**src/rtl/fwft_fifo_packer_pkg.sv**
```systemverilog
`default_nettype none
// ============================================================================
//  Module      : fwft_fifo_packer_pkg
//  Description : Shared constants and the clog2 helper used by the FWFT
//                FIFO stream blocks.
//  Revision    : 1.0 - initial release
// ============================================================================
package fwft_fifo_packer_pkg;

    // Default stream geometry: one 32-bit FIFO word, four words per beat.
    localparam int unsigned c_def_dwidth = 32;
    localparam int unsigned c_def_ratio  = 4;

    // Ceiling log2; returns the number of bits needed to index 'value' items.
    function automatic int unsigned clog2(input int unsigned value);
        int unsigned r;
        r = 0;
        for (int i = 0; i < 32; i++) begin
            if ((64'd1 << i) < 64'(value)) begin
                r = i + 1;
            end
        end
        return r;
    endfunction

endpackage
`default_nettype wire

```
**src/rtl/fwft_fifo_packer.sv**
```systemverilog
`default_nettype none
// ============================================================================
//  Module      : fwft_fifo_packer
//  Description : Drains a first-word-fall-through FIFO and packs RATIO
//                consecutive DWIDTH-bit words into one wide valid/ready beat.
//                A flush pulse emits a partial beat with its word count.
//  Revision    : 1.0 - initial release
// ============================================================================
module fwft_fifo_packer
    import fwft_fifo_packer_pkg::*;
#(
    parameter  int DWIDTH = c_def_dwidth,
    parameter  int RATIO  = c_def_ratio,
    localparam int CW     = clog2(RATIO + 1)
) (
    input  logic                     clk,
    input  logic                     rst,
    input  logic [DWIDTH-1:0]        fifo_dout,
    input  logic                     fifo_empty,
    output logic                     fifo_read,
    input  logic                     flush,
    output logic [DWIDTH*RATIO-1:0]  out_data,
    output logic [CW-1:0]            out_count,
    output logic                     out_valid,
    input  logic                     out_ready
);

    localparam int            c_aw   = DWIDTH * RATIO;
    localparam logic [CW-1:0] c_full = CW'(RATIO);

    logic [c_aw-1:0] acc_q, acc_d;
    logic [CW-1:0]   cnt_q, cnt_d;
    logic            flush_pend_q, flush_pend_d;
    logic [c_aw-1:0] out_data_q, out_data_d;
    logic [CW-1:0]   out_count_q, out_count_d;
    logic            out_valid_q, out_valid_d;

    logic            w_xfer;
    logic            w_pop;
    logic [CW-1:0]   w_slot;

    // A beat moves to the output register when the accumulator is full, or
    // holds a partial word under a pending flush, and the output slot is free
    // or being drained this cycle.
    assign w_xfer = ((cnt_q == c_full) | (flush_pend_q & (cnt_q != '0)))
                  & (~out_valid_q | out_ready);

    // Pop whenever there is room, including the slot freed by a same-cycle
    // transfer; pops pause while a flush is waiting to drain.
    assign w_pop  = ~rst & ~fifo_empty & ~flush_pend_q
                  & ((cnt_q < c_full) | w_xfer);

    assign fifo_read = w_pop;
    assign out_data  = out_data_q;
    assign out_count = out_count_q;
    assign out_valid = out_valid_q;

    // Accumulator next state: clear on transfer, then write any popped word
    // into the next free slot (slot 0 of the fresh accumulator on transfer).
    always_comb begin
        acc_d  = acc_q;
        cnt_d  = cnt_q;
        w_slot = w_xfer ? '0 : cnt_q;
        if (w_xfer) begin
            acc_d = '0;
            cnt_d = '0;
        end
        if (w_pop) begin
            for (int i = 0; i < RATIO; i++) begin
                if (w_slot == CW'(i)) begin
                    acc_d[i*DWIDTH +: DWIDTH] = fifo_dout;
                end
            end
            cnt_d = w_slot + CW'(1);
        end
    end

    // Flush tracking and output register next state.
    always_comb begin
        flush_pend_d = flush_pend_q;
        out_data_d   = out_data_q;
        out_count_d  = out_count_q;
        out_valid_d  = out_valid_q;

        // A repeated flush while one is pending is absorbed; an empty
        // accumulator retires the flush without producing an empty beat.
        if (flush & ~flush_pend_q) begin
            flush_pend_d = 1'b1;
        end else if (w_xfer | (flush_pend_q & (cnt_q == '0))) begin
            flush_pend_d = 1'b0;
        end

        if (w_xfer) begin
            out_data_d  = acc_q;
            out_count_d = cnt_q;
            out_valid_d = 1'b1;
        end else if (out_valid_q & out_ready) begin
            out_valid_d = 1'b0;
        end
    end

    // State registers with synchronous reset discarding all buffered data.
    always_ff @(posedge clk) begin
        if (rst) begin
            acc_q        <= '0;
            cnt_q        <= '0;
            flush_pend_q <= 1'b0;
            out_data_q   <= '0;
            out_count_q  <= '0;
            out_valid_q  <= 1'b0;
        end else begin
            acc_q        <= acc_d;
            cnt_q        <= cnt_d;
            flush_pend_q <= flush_pend_d;
            out_data_q   <= out_data_d;
            out_count_q  <= out_count_d;
            out_valid_q  <= out_valid_d;
        end
    end

endmodule
`default_nettype wire

```
**config.mk**
```make
export PLATFORM = sky130hd
export DESIGN_NAME = fwft_fifo_packer
export DESIGN_NICKNAME = d
export VERILOG_FILES = /design/src/rtl/fwft_fifo_packer_pkg.sv /design/src/rtl/fwft_fifo_packer.sv
export SDC_FILE = /design/constraint.sdc
export NUM_CORES = 1
export LEC_CHECK = 0
export CAP_MARGIN = 20
export CORE_MARGIN = 4
export CORE_UTILIZATION = 52
export DETAILED_ROUTE_END_ITERATION = 7
export GPL_ROUTABILITY_DRIVEN = 1
export GPL_TIMING_DRIVEN = 1
export PLACE_DENSITY = 0.79
export RECOVER_POWER = 25
export SYNTH_ARGS = -nofsm -noshare
export SYNTH_HDL_FRONTEND = slang
export SYNTH_SLANG_ARGS = --single-unit
```
**constraint.sdc**
```tcl
create_clock -name clk -period 2.7 [get_ports clk]
set_input_delay 0.54 -clock clk [delete_from_list [all_inputs] [get_ports clk]]
set_output_delay 0.54 -clock clk [all_outputs]
set_load 0.01 [all_outputs]
```
# After elaboration in Yosys (flattened, before gate mapping)
# Cells that the tools add are included.
[totals]
ff_bits = 264
input_bits = 37
output_inout_bits = 133
word_cells = 45
[op_classes]
add_sub_neg = 1
magnitude_cmp = 1
eq_ne = 4
muxes = 12
bitwise_logic = 16
n_reduce_logical = 5
[op_table]
columns = ["op", "count"]
rows = [
  ["$mux 128", 2],
  ["$mux 32", 4],
  ["$and 1x1->1", 8],
  ["$eq 3x2->1 const B", 2],
  ["$logic_not 3->1", 2],
  ["$mux 3", 2],
  ["$mux 1", 4],
  ["$not 1->1", 4],
  ["$or 1x1->1", 4],
  ["$reduce_bool 2->1", 2],
  ["$add 3x1->3 const B", 1],
  ["$eq 3x1->1 const B", 1],
  ["$eq 3x3->1 const B", 1],
  ["$lt 3x3->1 const B", 1],
  ["$reduce_bool 3->1", 1],
]

# Logic depth before layout (Yosys ltp)
[depth]
word_depth = 8
ltp_mapped = 11
depth_no_buf = 8

# Worst setup path after synthesis
# OpenSTA, ideal clock, no wires.
[synth_timing]
path_kind = "input to register"
start = "in out_ready"
end = "reg acc_q[100]"
setup_time_ns = 0.070
t_arrival_ns = 2.156
t_required_ns = 2.630
slack_ns = 0.474
stages = 10
n_path_buf = 2
cell_sequence = "nor2b_1 -> o21ai_0 -> inv_1 -> ha_1 -> ha_1 -> and2_1 -> clkbuf_1 -> clkbuf_1 -> nand3_1 -> a21oi_1"
[synth_between]
elab_chain_cells = 6
elab_cells_between_ends = 9
cone_classes = "eq/ne (1); mux (4); bitwise (4)"
[synth_rtl]
columns = ["item", "line_no", "text"]
rows = [
  ["start: declaration", "fwft_fifo_packer.sv:25", "input logic out_ready"],
  ["$or 1x1->1 *", "fwft_fifo_packer.sv:46", "& (~out_valid_q | out_ready);"],
  ["$and 1x1->1 *", "fwft_fifo_packer.sv:46", ""],
  ["$mux 3", "n/a", ""],
  ["$eq 3x2->1", "fwft_fifo_packer.sv:70", "if (w_slot == CW'(i)) begin"],
  ["$mux 32", "fwft_fifo_packer.sv:70", ""],
  ["$mux 128 *", "fwft_fifo_packer.sv:68", "if (w_pop) begin"],
  ["end signal: assignment", "fwft_fifo_packer.sv:105", "acc_q <= '0;"],
  ["end signal: assignment", "fwft_fifo_packer.sv:112", "acc_q <= acc_d;"],
  ["end: declaration", "fwft_fifo_packer.sv:31", "logic [c_aw-1:0] acc_q, acc_d;"],
]
# Every way passes the cells marked *; elsewhere a longest branch is shown, timed or not.
# A chain may end at the register's enable or synchronous reset.

# Worst setup path in the final report
[layout_timing]
start = "in fifo_empty"
end = "out fifo_read"
[layout_between]
elab_chain_cells = 4
[layout_rtl]
columns = ["item", "line_no", "text"]
rows = [
  ["start: declaration", "fwft_fifo_packer.sv:19", "input logic fifo_empty,"],
  ["$not 1->1", "fwft_fifo_packer.sv:50", "assign w_pop = ~rst & ~fifo_empty & ~flush_pend_q"],
  ["$and 1x1->1 (2 in series)", "fwft_fifo_packer.sv:50", ""],
  ["$and 1x1->1", "fwft_fifo_packer.sv:51", "& ((cnt_q < c_full) | w_xfer);"],
  ["end: declaration", "fwft_fifo_packer.sv:20", "output logic fifo_read,"],
]
# No other way between the ends.

==> results.cfg <==
[synthesis]
yosysTopAreaCellShare_pct = 53.9
ys_ff_latch = 264
synthFlopType = dfxtp_1
syn_avg_cell_area_um2 = 8.59
async_reset_ff_share_pct = 0
synth_edf_count = 0
yosysTopAreaCell = dfxtp_1
synth.area.top_cells = dfxtp_1, a21oi_1, nand2_1
syn_nets = 1182
synthCells = 1141
ys_warn_count = 0
syn_area_um2 = 9800
synth_most_common_cell = nand2_1
seq_area_frac_synth_pct = 53.9
synth.top_cells.by_count = nand2_1, dfxtp_1, a21oi_1
ys_types = 33

[worst_hold_path]
hold_class = reg -> reg

[worst_setup_path]
start_kind = input pin
worstPathRequired_ns = 2.16
worstPathMaxFanout = 2
slowest_delay_ns = 0.56
arrival_ns = 2.11
worstPathCellList = clkdlybuf4s50_1, or3_4, nor2_2, clkdlybuf4s50_1
criticalPathCategory = in -> out
cp_num_buf_inv = 2
crit_family = buffers and inverters
end_kind = output port
cp_common_cell = clkdlybuf4s50_1
crit_slowest_cell = clkdlybuf4s50_1

[power]
switchingPower_mw = 1.73
vdd_drop_max_mv = 0.499
power_switching_share_pct = 21.8
pwr-share-clk_pct = 45.2
power_leakage_nw = 4.24
p_comb_share_pct = 4.7
p_per_area_nw_per_um2 = 640
cell_internal_pwr_mw = 6.19
pwr-share-seq_pct = 50.1

[sta]
skew_ns = 0.0126
finalSetupViolCount = 0
fmax_mhz = 378
rsz0062_at_grt = false
period_minus_slack_ns = 2.65
maxSlewViolCount = 96
relSlewSlack_pct = -16.3
finalCritPeriodShare_pct = 98.0
hold_viol = 0
fin_tns_setup_ns = 0
worst_slew_pin_slew_ns = 1.75

[placement]
gpl.final_weighted_congestion = 0.953
port_buffers = 169
dp.cells = 1455
dp_hpwl_um = 18400
place_area_um2 = 11500

[finish]
postLayoutCoreUtil_pct = 67.8
final_area_um2 = 12400
n_antenna_cell = 0
fill_cells = 1474
instances_no_fill = 1501
areaGrowthSynthToFinish_pct = 26.3
drive_above_1_share_pct = 6.53
nets = 1294

[clock_tree]
cts_tree = built
clkLatencyLatePin_ns = 0.52
htree_levels = 1
root_buffer = clkbuf_16
cts_buffers = 25
postCtsHoldBufs = 0
cts_sinks = 264
clk_pin_slew_ns = 0.06
clockBufferDepth = 3

[detailed_routing]
wirelength_um = 29000
via_count = 8901
drc = 0
dr.pass1.iters = 7
wl_per_cell_um = 19.3
dr.first_iter.drc_count = 850
viasPerCell = 5.93
antenna_left = 0

[die]
num_io_pins = 170
core-area_um2 = 18300
rows = 49
start_util_pct = 53.7
die_h_um = 145
fp.dieW_um = 145
die_area_um2 = 21100

[grt]
grt_usage_pct = 26.4
grtUsageMet1_pct = 35.5
first_global_vias = 8437
met2_usage_pct = 42.3
grt_pass1_wl_um = 45800
antenna_found_initial = 0
busiest_layer = met2
grt_max_degree = 99
grt_overflow_total = 0
use_met3_pct = 4.93

[outcome]
status = finished, violations left
violations = max-capacitance violations, max-slew violations

[run]
maxCapViolations = 1
-- power by group through the flow --
stage / combinational, mW / sequential, mW / clock [mW]
floorplan: 0.183 / 4.05 / 0
global placement: 0.360 / 4.05 / 0
detailed placement: 0.361 / 4.05 / 0
CTS: 0.364 / 3.97 / 3.62
global route: 0.385 / 3.97 / 3.77
finish: 0.369 / 3.97 / 3.58
-- layout by cell type (no fill, tap or decap), types with 25 or more instances in the layout --
cell type / n
nand2_1: 266
nand4_1: 32
clkdlybuf4s50_1: 109
nand3_1: 97
a21oi_1: 231
o211ai_1: 66
dfxtp_1: 264
dlygate4sd3_1: 59
a22o_1: 32
clkbuf_16: 25
-- kinds of logic (layout without fill, tap and decap cells) --
family / Yosys count / in the layout / synth area share [%]
buffers and inverters: 120 / 251 / 6.66
DFF: 264 / 264 / 53.9
and+or+nand+nor: 412 / 412 / 18.3
AOI/OAI and AO/OA: 341 / 341 / 20.6
adders and majority gates: 4 / 4 / 0.511
-- worst min-delay path, stage by stage (launching register included) --
cell and delay [ns]:
dfxtp_1 0.30, nand2_1 0.05, a21oi_1 0.05
-- per-stage QoR --
| step | worst slack, ns | power [mW] | hold slack [ns] |
|---|---|---|---|
| CTS | 0.0453 | 7.95 | 0.449 |
| global route | 0.0226 | 8.13 | 0.464 |
| finish | 0.0548 | 7.92 | 0.449 |
| floorplan | 0.474 | 4.23 | 0.432 |
| detailed placement | -0.0218 | 4.41 | 0.443 |
| global placement | -0.0513 | 4.41 | 0.437 |
-- area by class of cell --
type                    instances  area [µm²]  share of cell area, %
clock buffers                  41         806                   6.51
clock inverters                 5        57.6                  0.465
inverters                       4        15.0                  0.121
multi-input cells             757        3900                   31.5
flip-flops and latches        264        5290                   42.7
well taps                     229         287                   2.31
repair buffers                201        2030                   16.4
-- registers in the layout, indices dropped and copies added, names as in the netlist --
name and cells:
out_data 128, acc_q 128, flush_pend_q 1, out_valid 1, out_count 3, cnt_q 3
-- timing repair --
action                                  in CTS  in global routing
endpoints found under the setup margin       1                  0
setup buffers                                0                  0
gates resized for setup                      1                  0
-- final timing paths --
check	to	cells past startpoint	start	slack (ns)
worst max-delay path	fifo_read	4	fifo_empty	0.05
worst min-delay path	out_data[8]	2	out_data[8]	0.45
worst max register to register	acc_q[103]	4	cnt_q[2]	0.40
worst min register to register	out_data[8]	2	out_data[8]	0.45
-- metal layers --
layer  part of all wire, %  wire length (µm)
met1                    41             11900
met2                    46             13300
met3                   8.4              2450
met4                   4.8              1390
met5                     0                 0
(Power assumes the default switching activity.)
